===== src/rtl/mean_pkg.sv =====
// mean_pkg: shared constants, sample type and window state enum for the mean datapath.
package mean_pkg;
    localparam int N_DEF = 5;
    localparam int B_DEF = 10;
    typedef logic [B_DEF-1:0] sample_t;
    typedef enum logic {ST_FILL, ST_FULL} state_t;
endpackage


===== src/rtl/mean_window_sv.sv =====
// mean_window_sv: collects a serial sample stream into an N-deep window and strobes
// o_dval each time a complete (sliding or decimated) window is ready.
module mean_window_sv
    import mean_pkg::*;
#(
    parameter int N      = N_DEF,
    parameter int B      = B_DEF,
    parameter int STRIDE = 1
) (
    input  logic                       clk,
    input  logic                       rst,
    input  logic                       i_dval,
    input  logic [B-1:0]               i_data,
    input  logic                       i_flush,
    output logic                       o_dval,
    output logic [B-1:0]               o_data [N],
    output logic [$clog2(N+1)-1:0]     o_fill
);
    localparam int FW = $clog2(N+1);
    localparam int SE = (N == 1) ? 1 : STRIDE;
    localparam int PW = $clog2(SE+1);

    logic [B-1:0]  win_q [N];
    logic [B-1:0]  win_d [N];
    logic [FW-1:0] fill_q, fill_d;
    logic [PW-1:0] phase_q, phase_d;
    state_t        state_q, state_d;
    logic          dval_q, dval_d;

    // Flush is applied first so a same-cycle sample lands in a cleared window.
    always_comb begin
        win_d   = win_q;
        fill_d  = fill_q;
        phase_d = phase_q;
        state_d = state_q;
        dval_d  = 1'b0;
        if (i_flush) begin
            for (int k = 0; k < N; k++) win_d[k] = '0;
            fill_d  = '0;
            phase_d = '0;
            state_d = ST_FILL;
        end
        if (i_dval) begin
            for (int k = 0; k < N-1; k++) win_d[k] = win_d[k+1];
            win_d[N-1] = i_data;
            fill_d = (fill_d == FW'(N)) ? fill_d : fill_d + 1'b1;
            if (state_d == ST_FILL) begin
                if (fill_d == FW'(N)) begin
                    dval_d  = 1'b1;
                    phase_d = '0;
                    state_d = ST_FULL;
                end
            end else begin
                dval_d  = (phase_d == PW'(SE-1));
                phase_d = (phase_d == PW'(SE-1)) ? '0 : phase_d + 1'b1;
            end
        end
    end

    always_ff @(posedge clk or posedge rst) begin
        if (rst) begin
            win_q   <= '{default: '0};
            fill_q  <= '0;
            phase_q <= '0;
            state_q <= ST_FILL;
            dval_q  <= 1'b0;
        end else begin
            win_q   <= win_d;
            fill_q  <= fill_d;
            phase_q <= phase_d;
            state_q <= state_d;
            dval_q  <= dval_d;
        end
    end

    assign o_data = win_q;
    assign o_fill = fill_q;
    assign o_dval = dval_q;
endmodule


===== config.mk =====
export PLATFORM = sky130hd
export DESIGN_NAME = mean_window_sv
export DESIGN_NICKNAME = d
export VERILOG_FILES = /design/src/rtl/mean_pkg.sv /design/src/rtl/mean_window_sv.sv
export SDC_FILE = /design/constraint.sdc
export NUM_CORES = 1
export LEC_CHECK = 0
export BUFFER_PORTS_ARGS = -buffer_cell sky130_fd_sc_hd__buf_2
export CAP_MARGIN = 20
export CORE_MARGIN = 4
export CORE_UTILIZATION = 45
export CTS_CLUSTER_SIZE = 10
export DETAILED_ROUTE_END_ITERATION = 8
export PLACE_DENSITY_LB_ADDON = 0.25
export SYNTH_ARGS = -nofsm -noshare
export SYNTH_HDL_FRONTEND = slang
export SYNTH_SLANG_ARGS = --single-unit

===== constraint.sdc =====
create_clock -name clk -period 1.4 [get_ports clk]
set_input_delay 0.07 -clock clk [delete_from_list [all_inputs] [get_ports clk]]
set_output_delay 0.07 -clock clk [all_outputs]
set_load 0.1 [all_outputs]

# Word level (Yosys, flattened, before mapping)
# Index checks and enable logic that the tools add are counted.
[word_totals]
inputBits = 14
regBits = 56
[op_classes]
addsub = 2
n_eq_ne = 2
muxes = 16
bitwise_logic = 1
reduce_logical = 1
[op_table]
columns = ["op", "count"]
rows = [
  ["$mux W50", 2],
  ["$mux W1", 11],
  ["$mux W3", 3],
  ["$eq A3 B3 Y1 const B", 2],
  ["$add A3 B1 Y3 const B", 1],
  ["$reduce_bool A2 Y1", 1],
  ["$add A1 B1 Y1 const B", 1],
  ["$not A1 Y1", 1],
]

# Logic depth before layout (Yosys ltp)
[logic_depth]
depth_word = 7
mapped_depth = 5

# Least setup slack after synthesis
# OpenSTA, ideal clock, no wires.
[synth_timing]
path_type = "reg-to-reg"
from = "register fill_q[0] (netlist: o_fill[0])"
to = "register fill_q[0] (netlist: o_fill[0])"
arrival_time_ps = 1988
required_ps = 1279
path_stages_with_launch = 6
n_path_buf = 0
period_less_slack_ps = 2110
path_slack_ps = -710
cell_sequence = "dfrtp_1 -> nor2b_1 -> ha_1 -> nand2_1 -> mux2_2 -> o22a_1"
[synth_between]
elab_chain_len = 4
[synth_rtl]
columns = ["item", "line_no", "rtl"]
rows = [
  ["from (decl)", "mean_window_sv.sv:25", "logic [FW-1:0] fill_q, fill_d;"],
  ["from (signal assigned)", "mean_window_sv.sv:69", "fill_q <= fill_d;"],
  ["$mux W3 (*)", "mean_window_sv.sv:37", "if (i_flush) begin"],
  ["$add A3 B1 Y3 / $eq A3 B3 Y1 (equally long branches)", "mean_window_sv.sv:46", "fill_d = (fill_d == FW'(N)) ? fill_d : fill_d + 1'b1;"],
  ["$mux W3", "mean_window_sv.sv:46", ""],
  ["$mux W3 (*)", "mean_window_sv.sv:43", "if (i_dval) begin"],
  ["via fill_d[0]", "mean_window_sv.sv:25", ""],
]
# The timed path passes the listed nets; every way through them passes the cells marked *.
# A chain may end at the register's enable or synchronous reset.

# Worst setup path after layout
# Ends and elaborated chain as after synthesis.

==> results.yml <==
sta:
  fmax_ghz: 0.744
  period_share: 0.960
  tns_ps: 0
  fin_skew_ps: 11.1
  setup_slack_ps: 56.0
  slew_headroom: 0.671
  min_period_ps: 1340
  setup_viol_count_final: 0
  slew_violations: 0
  tightest_slew_ps: 498
  rsz0062_at_grt: "true"
  hold_viol_final: 0
grt:
  antenna_found_initial: 0
  grt_pass1_vias: 1620
  grt_max_degree: 37
  grt_first_pass_wirelength_mm: 8.42
  gr-total-overflow: 0
  track_usage: 0.171
finish:
  area_growth_syn_to_layout_pct: 29.3
  n_antenna_cell: 0
  utilization: 0.618
  layout_commonest_cell: "buf_2"
  drive_above_1_share: 0.357
  nets: 281
  final_cell_mix: "buf_2 (67), dfrtp_1 (53), nor2_1 (41)"
route:
  vias: 1653
  wl_per_cell_um: 15.3
  drt_first_iter_violations: 83
  routed_wl_mm: 5.09
  drtPass1Iterations: 4
  ant_nets: 0
  drc_errors: 0
  viasPerCell: 4.96
clock_network:
  cts_tree: "done"
  clock_latency_ps: 310
  clkTransAtPathRegs_ps: 90
  post-cts-setup-buffers: 0
  root_buffer: "clkbuf_8"
  cts_max_level: 2
  cts_buffer_depth: 2
  cts_num_sinks: 56
  cts_buffers: 5
setup_path:
  crit_arrival_ps: 1540
  ff2ff_path_depth: 5
  rrSetupSlack_ps: 60
  end_kind: "flip-flop"
  crit_type: "reg2reg"
  cp-start-kind: "flip-flop"
  reg2reg_to: "o_fill[0]"
  setup.worst_path.start: "o_fill[0]"
  path_max_fanout: 4
  reg2reg_from: "o_fill[0]"
  cp.required_ps: 1600
  crit_end: "o_fill[0]"
yosys:
  synth.top_cell.area_share: 0.605
  synthAdderAreaFrac: 0.00540
  yosys.area_share.simple: 0.108
  synth_top_area_cell: "dfrtp_1"
  synth_edf_count: 0
  netlist_instances: 184
  ys_types: 28
  yosysSeqAreaShare: 0.605
  yosysWarnings: 0
  synth_top_family_by_area: "multiplexers"
  synth-seq-cells: 56
  synth_fp_nets: 199
  synthTopCellsByArea: "dfrtp_1 (61%), mux2i_1 (17%), nor2_1 (6.6%)"
  netlist_area_um2: 2320
  synth_flop_cell: "dfrtp_1"
  async_flop_share: 1.00
  synth_compound_area_frac: 0.0616
  syn_avg_cell_area_um2: 12.6
  synth-xor-area-share: 0
  synth_mux_area_frac: 0.178
die:
  dieHeight_um: 79.7
  die-area_um2: 6360
  core_um2: 4850
  start_util: 0.478
  io_pins: 68
  die_x_um: 79.7
  rows: 25
placement:
  gp_congestion: 0.820
  dp_hpwl_mm: 3.39
  port_buffers: 67
  pre_cts_ws_ps: 38.9
run_status:
  status: "finished clean"
flow_run:
  maxCapViolCount: 0
power:
  p_per_area_nw_per_um2: 1130
  leakage_nw: 1.65
  max-vdd-ir-drop_mv: 0.624
hold_path:
  min_path_type: "in2reg"
through the flow:
step / total power, mW / instance area, um2 / instances / hold slack (ps)
after floorplan: 2.38 / 2360 / 184 / 150
after global placement: 2.52 / 2790 / 315 / 140
after detailed placement: 2.53 / 2790 / 315 / 141
after CTS: 3.39 / 2980 / 333 / 155
after global routing: 3.51 / 3000 / 333 / 155
final: 3.37 / 3000 / 333 / 165
area by class of cell:
class | count | area, um2
Clock buffer | 5 | 68.8
Clock inverter | 2 | 12.5
Fill cell | 402 | 1850
Inverter | 2 | 11.3
Multi-Input combinational cell | 115 | 871
Sequential cell | 56 | 1410
Tap cell | 67 | 83.8
Timing Repair Buffer | 86 | 543
what timing repair did:
item                       in CTS  in global routing
gates resized for setup         0                  3
setup endpoints to repair       0                  3
hold endpoints to repair       66                  0
hold buffers                   11                  0
cell usage after synthesis (3+ instances only):
cell type	instances
nor2_1	41
mux2i_1	40
nand2b_1	3
buf_2	3
dfrtp_1	56
nand2_1	3
a22o_1	10
state kept, by name, summed over array words and instances, names as in the netlist:
register and count:
o_data 50, o_fill 3, state_q 1, o_dval 1, phase_q 1
worst min-delay path by stage:
stage / start / endpoint / slack (ps) / cells after the start
final: i_flush / o_fill[0] / 160 / 3
after floorplan: rst / o_data[0] / 150 / 1
after CTS: i_flush / o_fill[0] / 150 / 3
after detailed placement: rst / o_data[30] / 140 / 3
after global placement: rst / o_data[38] / 140 / 3
after global routing: i_flush / o_fill[0] / 160 / 3
worst max-delay path, cell delays in order, from the launching register on:
cell and delay (ps):
dfrtp_2 410, nor2b_4 130, ha_4 180, nand2_4 80, mux2_4 290, o22a_1 150
routing by layer:
layer  global-route usage  vias to the layer above  share of wire
met4               0.0405                        0         0.0018
met2                0.260                       38           0.49
met1                0.244                      822           0.46
met5                    0                        -              0
li1                     -                      791              -
met3               0.0474                        2          0.055
kinds of logic (layout without fill, tap and decap cells):
kind of cell / Yosys count / after routing
mux: 41 / 41
compound gates: 18 / 18
buf+inv: 13 / 95
flops: 56 / 56
fa+ha+maj: 1 / 1
simple gates: 55 / 55
report_power, final:
part | internal [mW] | leakage, nW | total [mW] | switching [mW]
sequential | 1.67 | 0.755 | 1.72 | 0.0500
combinational | 0.197 | 0.858 | 0.802 | 0.605
clock | 0.340 | 0.0400 | 0.846 | 0.505
total | 2.21 | 1.65 | 3.37 | 1.16
Note: power is estimated with default switching activity, not from simulation.
